==> src/rtl/saradc_wb_reader.sv <==
// Wishbone slave that buffers saradc conversions in a FIFO for firmware readout.
// Define SARADC_TIMESTAMP_EN to tag each sample with a 16-bit free-running cycle stamp.
module saradc_wb_reader #(
  parameter int          DEPTH     = 16,
  parameter int          RES_W     = 10,
  parameter logic [31:0] ADDR_BASE = 32'h3000_0000
) (
  input  logic             wb_clk_i,
  input  logic             wb_rst_i,
  input  logic             wbs_stb_i,
  input  logic             wbs_cyc_i,
  input  logic             wbs_we_i,
  input  logic [3:0]       wbs_sel_i,
  input  logic [31:0]      wbs_dat_i,
  input  logic [31:0]      wbs_adr_i,
  output logic             wbs_ack_o,
  output logic [31:0]      wbs_dat_o,
  input  logic [RES_W-1:0] adc_result,
  input  logic             adc_valid,
  output logic             adc_en,
  output logic             adc_cal,
  output logic             irq
);
  localparam int PTR_W = $clog2(DEPTH);
  localparam int CNT_W = PTR_W + 1;

  typedef enum logic [1:0] {
    REG_CTRL   = 2'd0,
    REG_STATUS = 2'd1,
    REG_DATA   = 2'd2,
    REG_THRESH = 2'd3
  } reg_e;

  logic             ack_q;
  logic [31:0]      dat_q;
  logic             en_q, cal_q, irq_en_q, ovf_q, irq_q;
  logic [6:0]       thresh_q;
  logic [PTR_W-1:0] wr_ptr_q, rd_ptr_q;
  logic [CNT_W-1:0] count_q, count_d;
  logic             vld_q, vld_qq;
  logic [RES_W-1:0] res_q;
  logic [RES_W-1:0] res_mem [DEPTH];
  logic [15:0]      rd_ts;

  logic       req, acc, wr_acc, rd_acc;
  reg_e       reg_sel;
  logic       empty, full, flush, ovf_clr;
  logic       pop, push_req, push, drop;
  logic [31:0] rd_data;

  assign req     = wbs_stb_i & wbs_cyc_i & (wbs_adr_i[31:4] == ADDR_BASE[31:4]);
  // A transfer executes on the edge that raises ack; the cycle after an ack never accepts.
  assign acc     = req & ~ack_q;
  assign wr_acc  = acc & wbs_we_i & (wbs_adr_i[1:0] == 2'b00);
  assign rd_acc  = acc & ~wbs_we_i & (wbs_adr_i[1:0] == 2'b00);
  assign reg_sel = reg_e'(wbs_adr_i[3:2]);

  assign empty    = (count_q == '0);
  assign full     = (count_q == CNT_W'(DEPTH));
  assign flush    = wr_acc & (reg_sel == REG_CTRL) & wbs_sel_i[0] & wbs_dat_i[2];
  assign ovf_clr  = wr_acc & (reg_sel == REG_STATUS) & wbs_sel_i[1] & wbs_dat_i[10];
  assign pop      = rd_acc & (reg_sel == REG_DATA) & ~empty;
  assign push_req = vld_q & ~vld_qq & en_q;
  assign push     = push_req & (~full | pop) & ~flush;
  assign drop     = push_req & full & ~pop & ~flush;
  assign count_d  = flush ? '0 : count_q + CNT_W'(push) - CNT_W'(pop);

  // NOTE: every always_comb output gets a default first so no path can infer a latch.
  always_comb begin
    rd_data = '0;
    unique case (reg_sel)
      REG_CTRL:   rd_data = {28'd0, irq_en_q, 1'b0, cal_q, en_q};
      REG_STATUS: rd_data = {21'd0, ovf_q, full, empty, 1'b0, 7'(count_q)};
      REG_DATA:   if (!empty) rd_data = 32'h8000_0000 | (32'(rd_ts) << RES_W) | 32'(res_mem[rd_ptr_q]);
      REG_THRESH: rd_data = {25'd0, thresh_q};
    endcase
  end

  // NOTE: sequential state uses non-blocking assignments so every register samples pre-edge values.
  always_ff @(posedge wb_clk_i) begin
    if (wb_rst_i) begin
      ack_q    <= 1'b0;
      dat_q    <= '0;
      en_q     <= 1'b0;
      cal_q    <= 1'b0;
      irq_en_q <= 1'b0;
      ovf_q    <= 1'b0;
      irq_q    <= 1'b0;
      thresh_q <= 7'(DEPTH / 2);
      wr_ptr_q <= '0;
      rd_ptr_q <= '0;
      count_q  <= '0;
      vld_q    <= 1'b0;
      vld_qq   <= 1'b0;
      res_q    <= '0;
    end else begin
      ack_q  <= acc;
      dat_q  <= rd_acc ? rd_data : '0;
      vld_q  <= adc_valid;
      vld_qq <= vld_q;
      res_q  <= adc_result;
      if (wr_acc && reg_sel == REG_CTRL && wbs_sel_i[0]) begin
        en_q     <= wbs_dat_i[0];
        cal_q    <= wbs_dat_i[1];
        irq_en_q <= wbs_dat_i[3];
      end
      if (wr_acc && reg_sel == REG_THRESH && wbs_sel_i[0]) thresh_q <= wbs_dat_i[6:0];
      if (drop)         ovf_q <= 1'b1;
      else if (ovf_clr) ovf_q <= 1'b0;
      if (flush) begin
        wr_ptr_q <= '0;
        rd_ptr_q <= '0;
      end else begin
        if (push) wr_ptr_q <= wr_ptr_q + 1'b1;
        if (pop)  rd_ptr_q <= rd_ptr_q + 1'b1;
      end
      count_q <= count_d;
      irq_q   <= irq_en_q & ((7'(count_q) >= thresh_q) | ovf_q);
    end
  end

  // NOTE: FIFO storage has no reset; the pointers and count alone define which entries are valid.
  always_ff @(posedge wb_clk_i) begin
    if (push) res_mem[wr_ptr_q] <= res_q;
  end

`ifdef SARADC_TIMESTAMP_EN
  logic [15:0] ts_q;
  logic [15:0] ts_mem [DEPTH];

  always_ff @(posedge wb_clk_i) begin
    if (wb_rst_i) ts_q <= '0;
    else          ts_q <= ts_q + 16'd1;
  end

  always_ff @(posedge wb_clk_i) begin
    if (push) ts_mem[wr_ptr_q] <= ts_q;
  end

  assign rd_ts = ts_mem[rd_ptr_q];
`else
  assign rd_ts = 16'd0;
`endif

  logic unused_bits;
  assign unused_bits = ^{wbs_sel_i[3:2], wbs_dat_i[31:11], wbs_dat_i[9:7]};

  assign wbs_ack_o = ack_q;
  assign wbs_dat_o = dat_q;
  assign adc_en    = en_q;
  assign adc_cal   = cal_q;
  assign irq       = irq_q;
endmodule
==> config.mk <==
export PLATFORM = sky130hd
export DESIGN_NAME = saradc_wb_reader
export DESIGN_NICKNAME = d
export VERILOG_FILES = /design/src/rtl/saradc_wb_reader.sv
export SDC_FILE = /design/constraint.sdc
export NUM_CORES = 1
export LEC_CHECK = 0
export CAP_MARGIN = 10
export CORE_ASPECT_RATIO = 1.1
export CORE_MARGIN = 4
export CORE_UTILIZATION = 31
export CTS_CLUSTER_DIAMETER = 50
export DETAILED_ROUTE_END_ITERATION = 12
export SYNTH_ARGS = -nofsm -noshare
export SYNTH_HDL_FRONTEND = slang
export SYNTH_SLANG_ARGS = --single-unit
==> constraint.sdc <==
create_clock -name wb_clk_i -period 8 [get_ports wb_clk_i]
set_clock_uncertainty 0.05 [all_clocks]
set_input_delay 1.2 -clock wb_clk_i [delete_from_list [all_inputs] [get_ports wb_clk_i]]
set_output_delay 1.2 -clock wb_clk_i [all_outputs]
set_load 0.01 [all_outputs]
==> metrics.txt, run 1 <==
worst reg2reg setup slack about 4.4 ns; via count approximately 4800; flop and latch count out of synthesis 214; area leader, netlist edfxtp_1; Nets 723; Synth cell types 53; Avg WL per Cell slightly below 20 µm; Initial DRC Count 351; Min-Delay Endpoint vld_qq$_SDFF_PP0_; post-route ant nets 0; Max Freq 0.225 GHz; final setup vio count 0; Adder-Cell Fraction of Synth Area 2.54%; top post-synthesis cells by area edfxtp_1, dfxtp_1, mux4_2, ha_1, mux2i_1; core area 27300 µm²; multiplexer share of the synthesized area a little over an eighth; H-Tree Level Count 1; final design utilization between 30% and 40%; Die X 168 µm; period utilization between 50% and 60%; largest family of logic cells by synthesized area multiplexers; antenna diode count 0; Initial Utilization 31.8%; post-layout min period approximately 4.4 ns; Leak Pwr 3.62 nW; Seq/Total Area, Yosys around 68%; Synth Cell Area between 8000 and 9000 µm²; largest net degree at the start of global routing 38; critical path arrival between 4 and 5 ns; Async SR Flop Fraction 0%; Hold Fails Final Rpt 0; area fraction of the dominant cell type after synthesis ~55%; crit path launch type primary input; Slew Limit Fails 0; placer congestion estimate between 0.8 and 0.9; Post-CTS Setup Bufs 0; warnings from Yosys 0; Pre-Repair DR Iteration Count 4; fraction of the mapped netlist area in simple logic gates 8.72%; RR Startpoint count_q[2]$_SDFF_PP0_; Boundary Pins 120; Syn Area/Cell ~16 µm²; Total Wirelength 19200 µm; Post-synth top cells edfxtp_1, dfxtp_1, mux4_2; PortBufs 73; CP Capture Type flip-flop; PD cells 228 nW/µm²; hold path cells 1; vias per cell about 4.8; # DRC 0; Post-synth EDFFs 160; Max Cap Viol 0; Die Area just over 30000 µm²; CTS buffer count 23; GRT overflow 0; Synth Area in XOR/XNOR less than 1%; Max transition margin a little under half; status finished, final reports clean; antenna violations before repair 0; vias in the first global route around 5000; Mapped Cells 538; hold_sp vld_q$_SDFF_PP0_; Clock Root Buffer clkbuf_16; actual slew at the worst max-slew pin 0.778 ns; first-pass GRT wire length between 20000 and 30000 µm; Peak VDD IR 116 µV; CTS tree built; Synth Area in Compound Gates under 10%; post-CTS sizing 0; Hold WC Path Type flip-flop to flip-flop; CP required approximately 8.4 ns; dominant synthesized flop cell edfxtp_1; Tot GR Track Use ~12%; Die H around 180 µm; hold_buf cts 0; most frequent cell after synthesis edfxtp_1; clock buffer depth 3; RSZ-0062 raised after global routing false; Worst-path clk slew around 0.06 ns; worst r2r dst count_q[4]$_SDFF_PP0_; Reg2Reg Depth 16; CP Max Fanout 17; layout cells sized above 1 approximately 15%; Crit Path Class primary input to flip-flop; cell row count 63; dpl hpwl about 13000 µm; Area Growth Syn to Fin 21.9%; clk sinks between 200 and 250; Worst-Skew Late Latency a little over 0.5 ns; setup tns final 0 ns
-- metrics by stage --
step	worst slack, ns	instances	hold slack (ns)	power (mW)	cell area (µm²)
after CTS	3.56	995	0.429	2.43	10600
after global placement	3.05	953	0.411	1.28	9740
after detailed placement	3.04	953	0.411	1.28	9740
after floorplan	4.32	557	0.388	1.25	8750
final	3.55	996	0.426	2.41	10600
after global routing	3.36	996	0.444	2.48	10600
-- area by class of cell --
class	instances	area, µm²
Fill cell	2516	16700
Sequential cell	214	5890
Timing Repair Buffer	80	783
Clock inverter	17	251
Multi-Input combinational cell	283	2550
Tap cell	357	447
Inverter	20	75.1
Clock buffer	25	583
-- power by group --
part	leakage (nW)	switching, mW	internal (mW)
Combinational	1.15	0.0208	0.0296
Clock	0.399	0.429	0.725
Sequential	2.08	0.0106	1.19
Total	3.62	0.460	1.95
-- worst max-delay path: stages --
cell	delay [ns]
clkdlybuf4s50_1	0.73
nand2b_1	0.34
nor2_1	0.53
and4bb_2	0.39
o21bai_2	0.13
ha_1	0.31
inv_1	0.04
ha_1	0.19
inv_1	0.07
fa_1	0.20
inv_1	0.05
a21oi_1	0.12
nor2_1	0.06
or3_1	0.34
a21oi_1	0.14
-- registers in the layout (all words and copies together), names as in the netlist, named ones only --
register / cells
count_q: 5
irq_en_q: 1
wbs_ack_o: 1
irq: 1
adc_en: 1
wbs_dat_o: 12
rd_ptr_q: 4
res_mem: 160
res_q: 10
vld_q: 1
adc_cal: 1
vld_qq: 1
ovf_q: 1
thresh_q: 7
wr_ptr_q: 4
-- worst max-delay path by stage --
stage | from | end | slack [ns] | depth (start not counted)
3_5_place_dp | wbs_adr_i[2] | count_q[4]$_SDFF_PP0_ | 3.04 | 15
2_1_floorplan | wbs_adr_i[12] | count_q[4]$_SDFF_PP0_ | 4.32 | 15
5_1_grt | wbs_adr_i[2] | count_q[4]$_SDFF_PP0_ | 3.36 | 15
4_1_cts | wbs_adr_i[2] | count_q[4]$_SDFF_PP0_ | 3.56 | 15
3_3_place_gp | wbs_adr_i[2] | count_q[4]$_SDFF_PP0_ | 3.05 | 15
6_report | wbs_adr_i[2] | count_q[4]$_SDFF_PP0_ | 3.55 | 15
-- kinds of logic after synthesis --
| group | count (synthesis) |
|---|---|
| AOI/OAI and AO/OA | 45 |
| adders and majority gates | 17 |
| buffers and inverters | 60 |
| xor gates and xnor gates | 6 |
| other | 1 |
| and+or+nand+nor | 133 |
| DFF | 214 |
| muxes | 62 |
-- layer usage --
| layer | track usage, % | routed length [µm] | vias up |
|---|---|---|---|
| li1 | - | - | 2196 |
| met1 | 16.4 | 8460 | 2346 |
| met2 | 19.8 | 8740 | 200 |
| met3 | 3.29 | 1410 | 38 |
| met4 | 3.47 | 546 | 0 |
| met5 | 0 | 0 | - |
-- cell usage in the layout (no fill, tap or decap), types with 3 or more instances in the layout --
cell	synthesis	final
xor2_1	4	4
or3_1	7	7
nand2b_1	4	4
o21ai_0	7	7
clkinvlp_4	0	3
ha_1	16	16
nand4_1	3	3
nor2b_1	16	16
inv_1	20	20
edfxtp_1	160	160
a22oi_1	5	5
o22ai_1	3	3
buf_4	21	7
nand2_1	8	8
conb_1	1	20
nor3_1	7	7
a21o_1	4	4
nand3b_1	3	3
bufinv_16	0	6
dfxtp_1	54	53
a211oi_1	3	3
a21oi_1	11	11
nor4_1	10	9
clkbuf_16	0	23
mux4_2	42	42
and2_1	15	15
nand3_1	8	8
clkdlybuf4s50_1	0	73
mux2i_1	19	19
or2_2	3	3
nor2_1	37	37
clkinv_2	0	3
(Power assumes the default switching activity.)
==> inputs of run 2 (changes only) <==
==> constraint.sdc (replaced) <==
create_clock -name wb_clk_i -period 4 [get_ports wb_clk_i]
set_clock_uncertainty 0.05 [all_clocks]
set_input_delay 0.6 -clock wb_clk_i [delete_from_list [all_inputs] [get_ports wb_clk_i]]
set_output_delay 0.6 -clock wb_clk_i [all_outputs]
set_load 0.01 [all_outputs]
==> run 2 against run 1 <==
Worst hold slack better by 0.0045 ns. Final cell count is 2.3% higher. Clock power is 91% higher. Sequential power is 100% higher. Die area stayed put.
==> metrics.txt, run 2 (same netlist as run 1, synthesis figures left out) <==
status finished, final reports clean (unchanged); Biggest register res_mem (unchanged); PD cells 440 nW/µm² (was 228 nW/µm²); Initial Utilization 31.8% (unchanged); # DRC 0 (unchanged); crit path launch type primary input (unchanged); worst reg2reg setup slack 0.80 ns (was 4.43 ns); crit path cell chain clkdlybuf4s50_1 > nor4bb_1 > nand4_1 > and4bb_2 > o21bai_2 > ha_1 > inv_1 > ha_1 > inv_1 > fa_1 > inv_1 > a21oi_1 > nor2_1 > or3_1 > a21oi_1 (was clkdlybuf4s50_1 > nand2b_1 > nor2_1 > and4bb_2 > o21bai_2 > ha_1 > inv_1 > ha_1 > inv_1 > fa_1 > inv_1 > a21oi_1 > nor2_1 > or3_1 > a21oi_1); # fillers 2512 (was 2516); Die Area 30700 µm² (unchanged); Peak VDD IR 263 µV (was 116 µV); CTS buffer count 24 (was 23); Placed Cells 975 (was 953); vias in the first global route 5053 (was 4971); post-CTS sizing 0 (unchanged); H-Tree Level Count 1 (unchanged); Most common cell on crit path inv_1 (unchanged); final setup vio count 0 (unchanged); cell row count 63 (unchanged); Leak Pwr 3.74 nW (was 3.62 nW); Worst-path clk slew 0.06 ns (about the same); clk sinks 214 (unchanged); placer congestion estimate 0.844 (was 0.841); actual slew at the worst max-slew pin 0.717 ns (was 0.778 ns); post-route ant nets 0 (unchanged); Finished Layout Cells 1019 (was 996); Avg WL per Cell 19.4 µm (was 19.2 µm); max FFs per register 160 (unchanged); commonest non-fill, non-tap cell in the layout edfxtp_1 (unchanged); setup tns final 0 ns (unchanged); RSZ-0062 raised after global routing false (unchanged); final setup margin 0.786 ns (was 3.55 ns); Tot GR Track Use 12.8% (was 12.2%); Area Growth Syn to Fin 23.5% (was 21.9%); core area 27300 µm² (unchanged); Initial DRC Count 346 (was 351); Worst-Skew Late Latency 0.52 ns (was 0.51 ns); Max Cap Viol 0 (unchanged); antenna violations before repair 0 (unchanged); Place WS 0.242 ns (was 3.04 ns); Total Wirelength 19700 µm (was 19200 µm); first-pass GRT wire length 30600 µm (was 29200 µm); period utilization between 80% and 90%; GRT overflow 0 (unchanged); hold_buf cts 0 (unchanged); most frequent cells in the layout edfxtp_1, clkdlybuf4s50_1, dfxtp_1 (unchanged); total power 4.72 mW (was 2.41 mW); clock buffer depth 3 (unchanged); Max transition margin 51.8% (was 47.7%); Hold Fails Final Rpt 0 (unchanged); Boundary Pins 120 (unchanged); PortBufs 73 (unchanged); dpl hpwl 13000 µm (was 12500 µm); Nets 745 (was 723); Die X 168 µm (unchanged); CP Max Fanout 4 (was 17); largest net degree at the start of global routing 28 (was 38); Slowest-stage cell, CP clkdlybuf4s50_1 (unchanged); vias per cell 4.81 (was 4.80); antenna diode count 0 (unchanged); Die H 183 µm (unchanged); CP required 4.39 ns (was 8.39 ns); Slew Limit Fails 0 (unchanged); Hold WC Path Type flip-flop to flip-flop (unchanged); Crit Path Class primary input to flip-flop (unchanged); Clock Root Buffer clkbuf_16 (unchanged); via count 4899 (was 4780); CTS tree built (unchanged); CP Capture Type flip-flop (unchanged); layout cells sized above 1 18.0% (was 15.5%); Max Freq a little over 0.3 GHz; Max stage delay on crit path 0.44 ns (was 0.73 ns); post-layout min period roughly 3.2 ns; Pre-Repair DR Iteration Count 4 (unchanged); Post-CTS Setup Bufs 0 (unchanged); critical path arrival 3.60 ns (was 4.84 ns)
[run 2: changes by cell type in the layout (fill, tap and decap cells not counted), moves of 2 or more]
cell / change
buf_4: +20
clkbuf_8: +2
clkbuf_1: +4
inv_6: -2
clkinvlp_4: -3
bufinv_16: -3
[run 2: final timing paths]
check / start / endpoint / depth (start not counted)
worst min-delay path: vld_q$_SDFF_PP0_ / vld_qq$_SDFF_PP0_ / 1
worst max register to register: count_q[3]$_SDFF_PP0_ / count_q[4]$_SDFF_PP0_ / 17
worst max-delay path: wbs_cyc_i / count_q[4]$_SDFF_PP0_ / 15
worst min register to register: vld_q$_SDFF_PP0_ / vld_qq$_SDFF_PP0_ / 1
[run 2: final cells by class]
cell class              count  area, µm²  share of cell area (%)
flip-flops and latches    214       5890                    54.9
multi-input cells         283       2550                    23.8
repair buffers            101        953                    8.89
clock buffers              33        656                    6.12
well taps                 357        447                    4.17
clock inverters            11        148                    1.38
inverters                  20       75.1                   0.700
[run 2: critical path, delay by kind of cell]
kind / cells / cell delay (ns)
compound gates: 3 / 0.34
simple gates: 5 / 1.39
buf+inv: 4 / 0.60
fa+ha+maj: 3 / 0.66
[run 2: power breakdown]
group | total, mW | leakage (nW) | internal [mW] | switching, mW
Combinational | 0.102 | 1.26 | 0.0612 | 0.0413
Sequential | 2.41 | 2.08 | 2.39 | 0.0218
Clock | 2.20 | 0.398 | 1.35 | 0.856
[run 2: layer usage]
layer  track usage, %  vias up  part of all wire (%)
li1                 -     2238                     -
met1             16.1     2447                    41
met2             22.5      179                    50
met3             2.95       35                   6.7
met4             3.02        0                   2.5
met5                0        -                     0
[run 2: through the flow]
step	cell area, µm²	utilization [%]	hold slack (ns)
detailed placement	9920	36.4	0.418
global route	10700	39.3	0.444
floorplan	8750	-	0.388
global placement	9920	36.4	0.411
finish	10700	39.3	0.431
CTS	10700	39.3	0.431
==> inputs of run 3 (changes only) <==
==> constraint.sdc (replaced) <==
create_clock -name wb_clk_i -period 3 [get_ports wb_clk_i]
set_clock_uncertainty 0.05 [all_clocks]
set_input_delay 0.45 -clock wb_clk_i [delete_from_list [all_inputs] [get_ports wb_clk_i]]
set_output_delay 0.45 -clock wb_clk_i [all_outputs]
set_load 0.01 [all_outputs]
==> run 3 against run 2 <==
Flip-flop and latch count did not move. Clock power increased by 30%. Via count is 2.8% higher. Combinational power up 44%. Sequential share of layout area down 2.9 points. Final cell count is 3.8% higher. Sequential power increased by 33%. Setup slack got worse by 0.71 ns. Critical path type unchanged. Largest cell class unchanged. Largest power group unchanged. Highest routed layer unchanged.
==> metrics.txt, run 3 (same netlist as run 1, synthesis figures left out) <==
Area Growth Syn to Fin 30.5% (was 23.5%); status finished, final reports clean (unchanged); commonest non-fill, non-tap cell in the layout edfxtp_1 (unchanged); Die Area 30700 µm² (unchanged); Slowest-stage cell, CP clkdlybuf4s50_1 (unchanged); CP Max Fanout 4 (unchanged); vias per cell 4.76 (was 4.81); Total Wirelength 20600 µm (was 19700 µm); # DRC 0 (unchanged); CTS buffer count 24 (unchanged); actual slew at the worst max-slew pin 0.742 ns (was 0.717 ns); met2 GRT Util 22.5% (about the same); post-layout min period slightly below 3 ns; hold_buf cts 0 (unchanged); final setup vio count 0 (unchanged); area of the multi-input gates 2680 µm² (was 2550 µm²); Boundary Pins 120 (unchanged); Crit Path Class primary input to flip-flop (unchanged); Leak Pwr 4.14 nW (was 3.74 nW); CP Capture Type flip-flop (unchanged); met3 Use GR 2.62% (was 2.95%); core area 27300 µm² (unchanged); WP depth 15 (unchanged); dpl hpwl 14400 µm (was 13000 µm); vias in the first global route 5377 (was 5053); PD cells 550 nW/µm² (was 440 nW/µm²); PortBufs 73 (unchanged); critical path arrival 3.32 ns (was 3.60 ns); Tot GR Track Use 13.1% (was 12.8%); Nets 784 (was 745); Worst-Skew Late Latency 0.50 ns (was 0.52 ns); antenna diode count 0 (unchanged); Pre-Repair DR Iteration Count 5 (was 4); CTS tree built (unchanged); Initial DRC Count 401 (was 346); H-Tree Level Count 1 (unchanged); Initial Utilization 31.8% (unchanged); Worst path top cell family by delay simple AND/OR/NAND/NOR gates (unchanged); largest net degree at the start of global routing 21 (was 28); # fillers 2448 (was 2512); worst r2r dst count_q[4]$_SDFF_PP0_ (unchanged); Slew Limit Fails 0 (unchanged); Die X 168 µm (unchanged); CP required 3.39 ns (was 4.39 ns); Reg area 5890 µm² (about the same); Peak VDD IR 329 µV (was 263 µV); Hold WC Path Type flip-flop to flip-flop (unchanged); Die H 183 µm (unchanged); antenna violations before repair 1 (was 0); hold_sp vld_q$_SDFF_PP0_ (unchanged); max FFs per register 160 (unchanged); Clock Root Buffer clkbuf_16 (unchanged); Hold Fails Final Rpt 0 (unchanged); Max Freq 0.341 GHz; most frequent cells in the layout edfxtp_1, clkdlybuf4s50_1, buf_4 (was edfxtp_1, clkdlybuf4s50_1, dfxtp_1); crit path cell chain clkdlybuf4s50_1 > nor4_2 > nand4_1 > and4bb_2 > o21bai_4 > ha_4 > inv_4 > ha_4 > inv_2 > fa_2 > inv_2 > a21oi_2 > nor2_2 > or3_4 > a21oi_2 (was clkdlybuf4s50_1 > nor4bb_1 > nand4_1 > and4bb_2 > o21bai_2 > ha_1 > inv_1 > ha_1 > inv_1 > fa_1 > inv_1 > a21oi_1 > nor2_1 > or3_1 > a21oi_1); hold path cells 1 (unchanged); Reg2Reg Depth 14 (was 17); worst path buffer plus inverter count 4 (unchanged); Min-Delay Endpoint vld_qq$_SDFF_PP0_ (unchanged); final setup margin 0.0711 ns (was 0.786 ns); crit path launch type primary input (unchanged); RSZ-0062 raised after global routing true (was false); RR Startpoint wbs_ack_o$_SDFF_PP0_ (was count_q[3]$_SDFF_PP0_); clk sinks 214 (unchanged); placer congestion estimate 0.851 (was 0.844); layout cells sized above 1 25.8% (was 18.0%); Max Cap Viol 0 (unchanged); Place WS -0.550 ns (was 0.242 ns); GRT overflow 0 (unchanged); Most Crowded Layer GR met2 (unchanged); cell row count 63 (unchanged); Avg WL per Cell 19.4 µm (about the same); clock buffer depth 3 (unchanged); grt met1 use 17.5% (was 16.1%); final design utilization 41.5% (was 39.3%); period utilization between 90% and 100%; total power 6.22 mW (was 4.72 mW); via count 5034 (was 4899); Biggest register res_mem (unchanged); worst reg2reg setup slack 0.12 ns (was 0.80 ns); first-pass GRT wire length 31700 µm (was 30600 µm); Max stage delay on crit path 0.42 ns (was 0.44 ns); Worst-path clk slew 0.06 ns (about the same); Max transition margin 50.5% (was 51.8%); post-route ant nets 0 (unchanged)
-- run 3: what timing repair did --
item                                    in CTS  in global routing
pin swaps                                    4                 18
resized for setup                            4                 44
cloned                                       0                  0
endpoints found under the setup margin       1                  2
buffers inserted                             1                  3
endpoints found under the hold margin        0                  0
-- run 3: metrics by stage --
step	hold slack [ns]	cells	area (µm²)	setup TNS (ns)
after floorplan	0.388	557	8750	0
after global placement	0.411	1010	10300	-11.12
after detailed placement	0.423	1010	10300	-13.90
after CTS	0.426	1055	11100	0
after global routing	0.436	1058	11300	-0.0581
final	0.440	1058	11300	0
-- run 3: worst max-delay path by stage --
stage          slack [ns]                     to                   from
2_1_floorplan        0.06  count_q[4]$_SDFF_PP0_  count_q[2]$_SDFF_PP0_
3_3_place_gp        -0.46  count_q[4]$_SDFF_PP0_              wbs_cyc_i
6_report             0.07  count_q[4]$_SDFF_PP0_          wbs_adr_i[15]
4_1_cts             0.007  count_q[4]$_SDFF_PP0_           wbs_adr_i[3]
3_5_place_dp        -0.55  count_q[4]$_SDFF_PP0_              wbs_cyc_i
5_1_grt             -0.06  count_q[4]$_SDFF_PP0_   wbs_ack_o$_SDFF_PP0_
-- run 3: per-layer routing --
| metal | vias up | share of wire [%] |
|---|---|---|
| met3 | 33 | 6.3 |
| li1 | 2313 | - |
| met5 | - | 0 |
| met2 | 175 | 49 |
| met4 | 0 | 2.0 |
| met1 | 2513 | 42 |
-- run 3: area by class of cell --
type	instances	share of cell area, %
clock buffers	34	6.18
multi-input cells	283	23.7
clock inverters	10	0.862
inverters	20	0.685
flip-flops and latches	214	52.0
repair buffers	140	12.6
well taps	357	3.94
-- run 3: power breakdown --
group          internal [mW]  total [mW]  switching (mW)
Sequential              3.18        3.21          0.0305
Combinational         0.0855       0.147          0.0618
Clock                   1.72        2.86            1.14
Total                   4.99        6.22            1.23
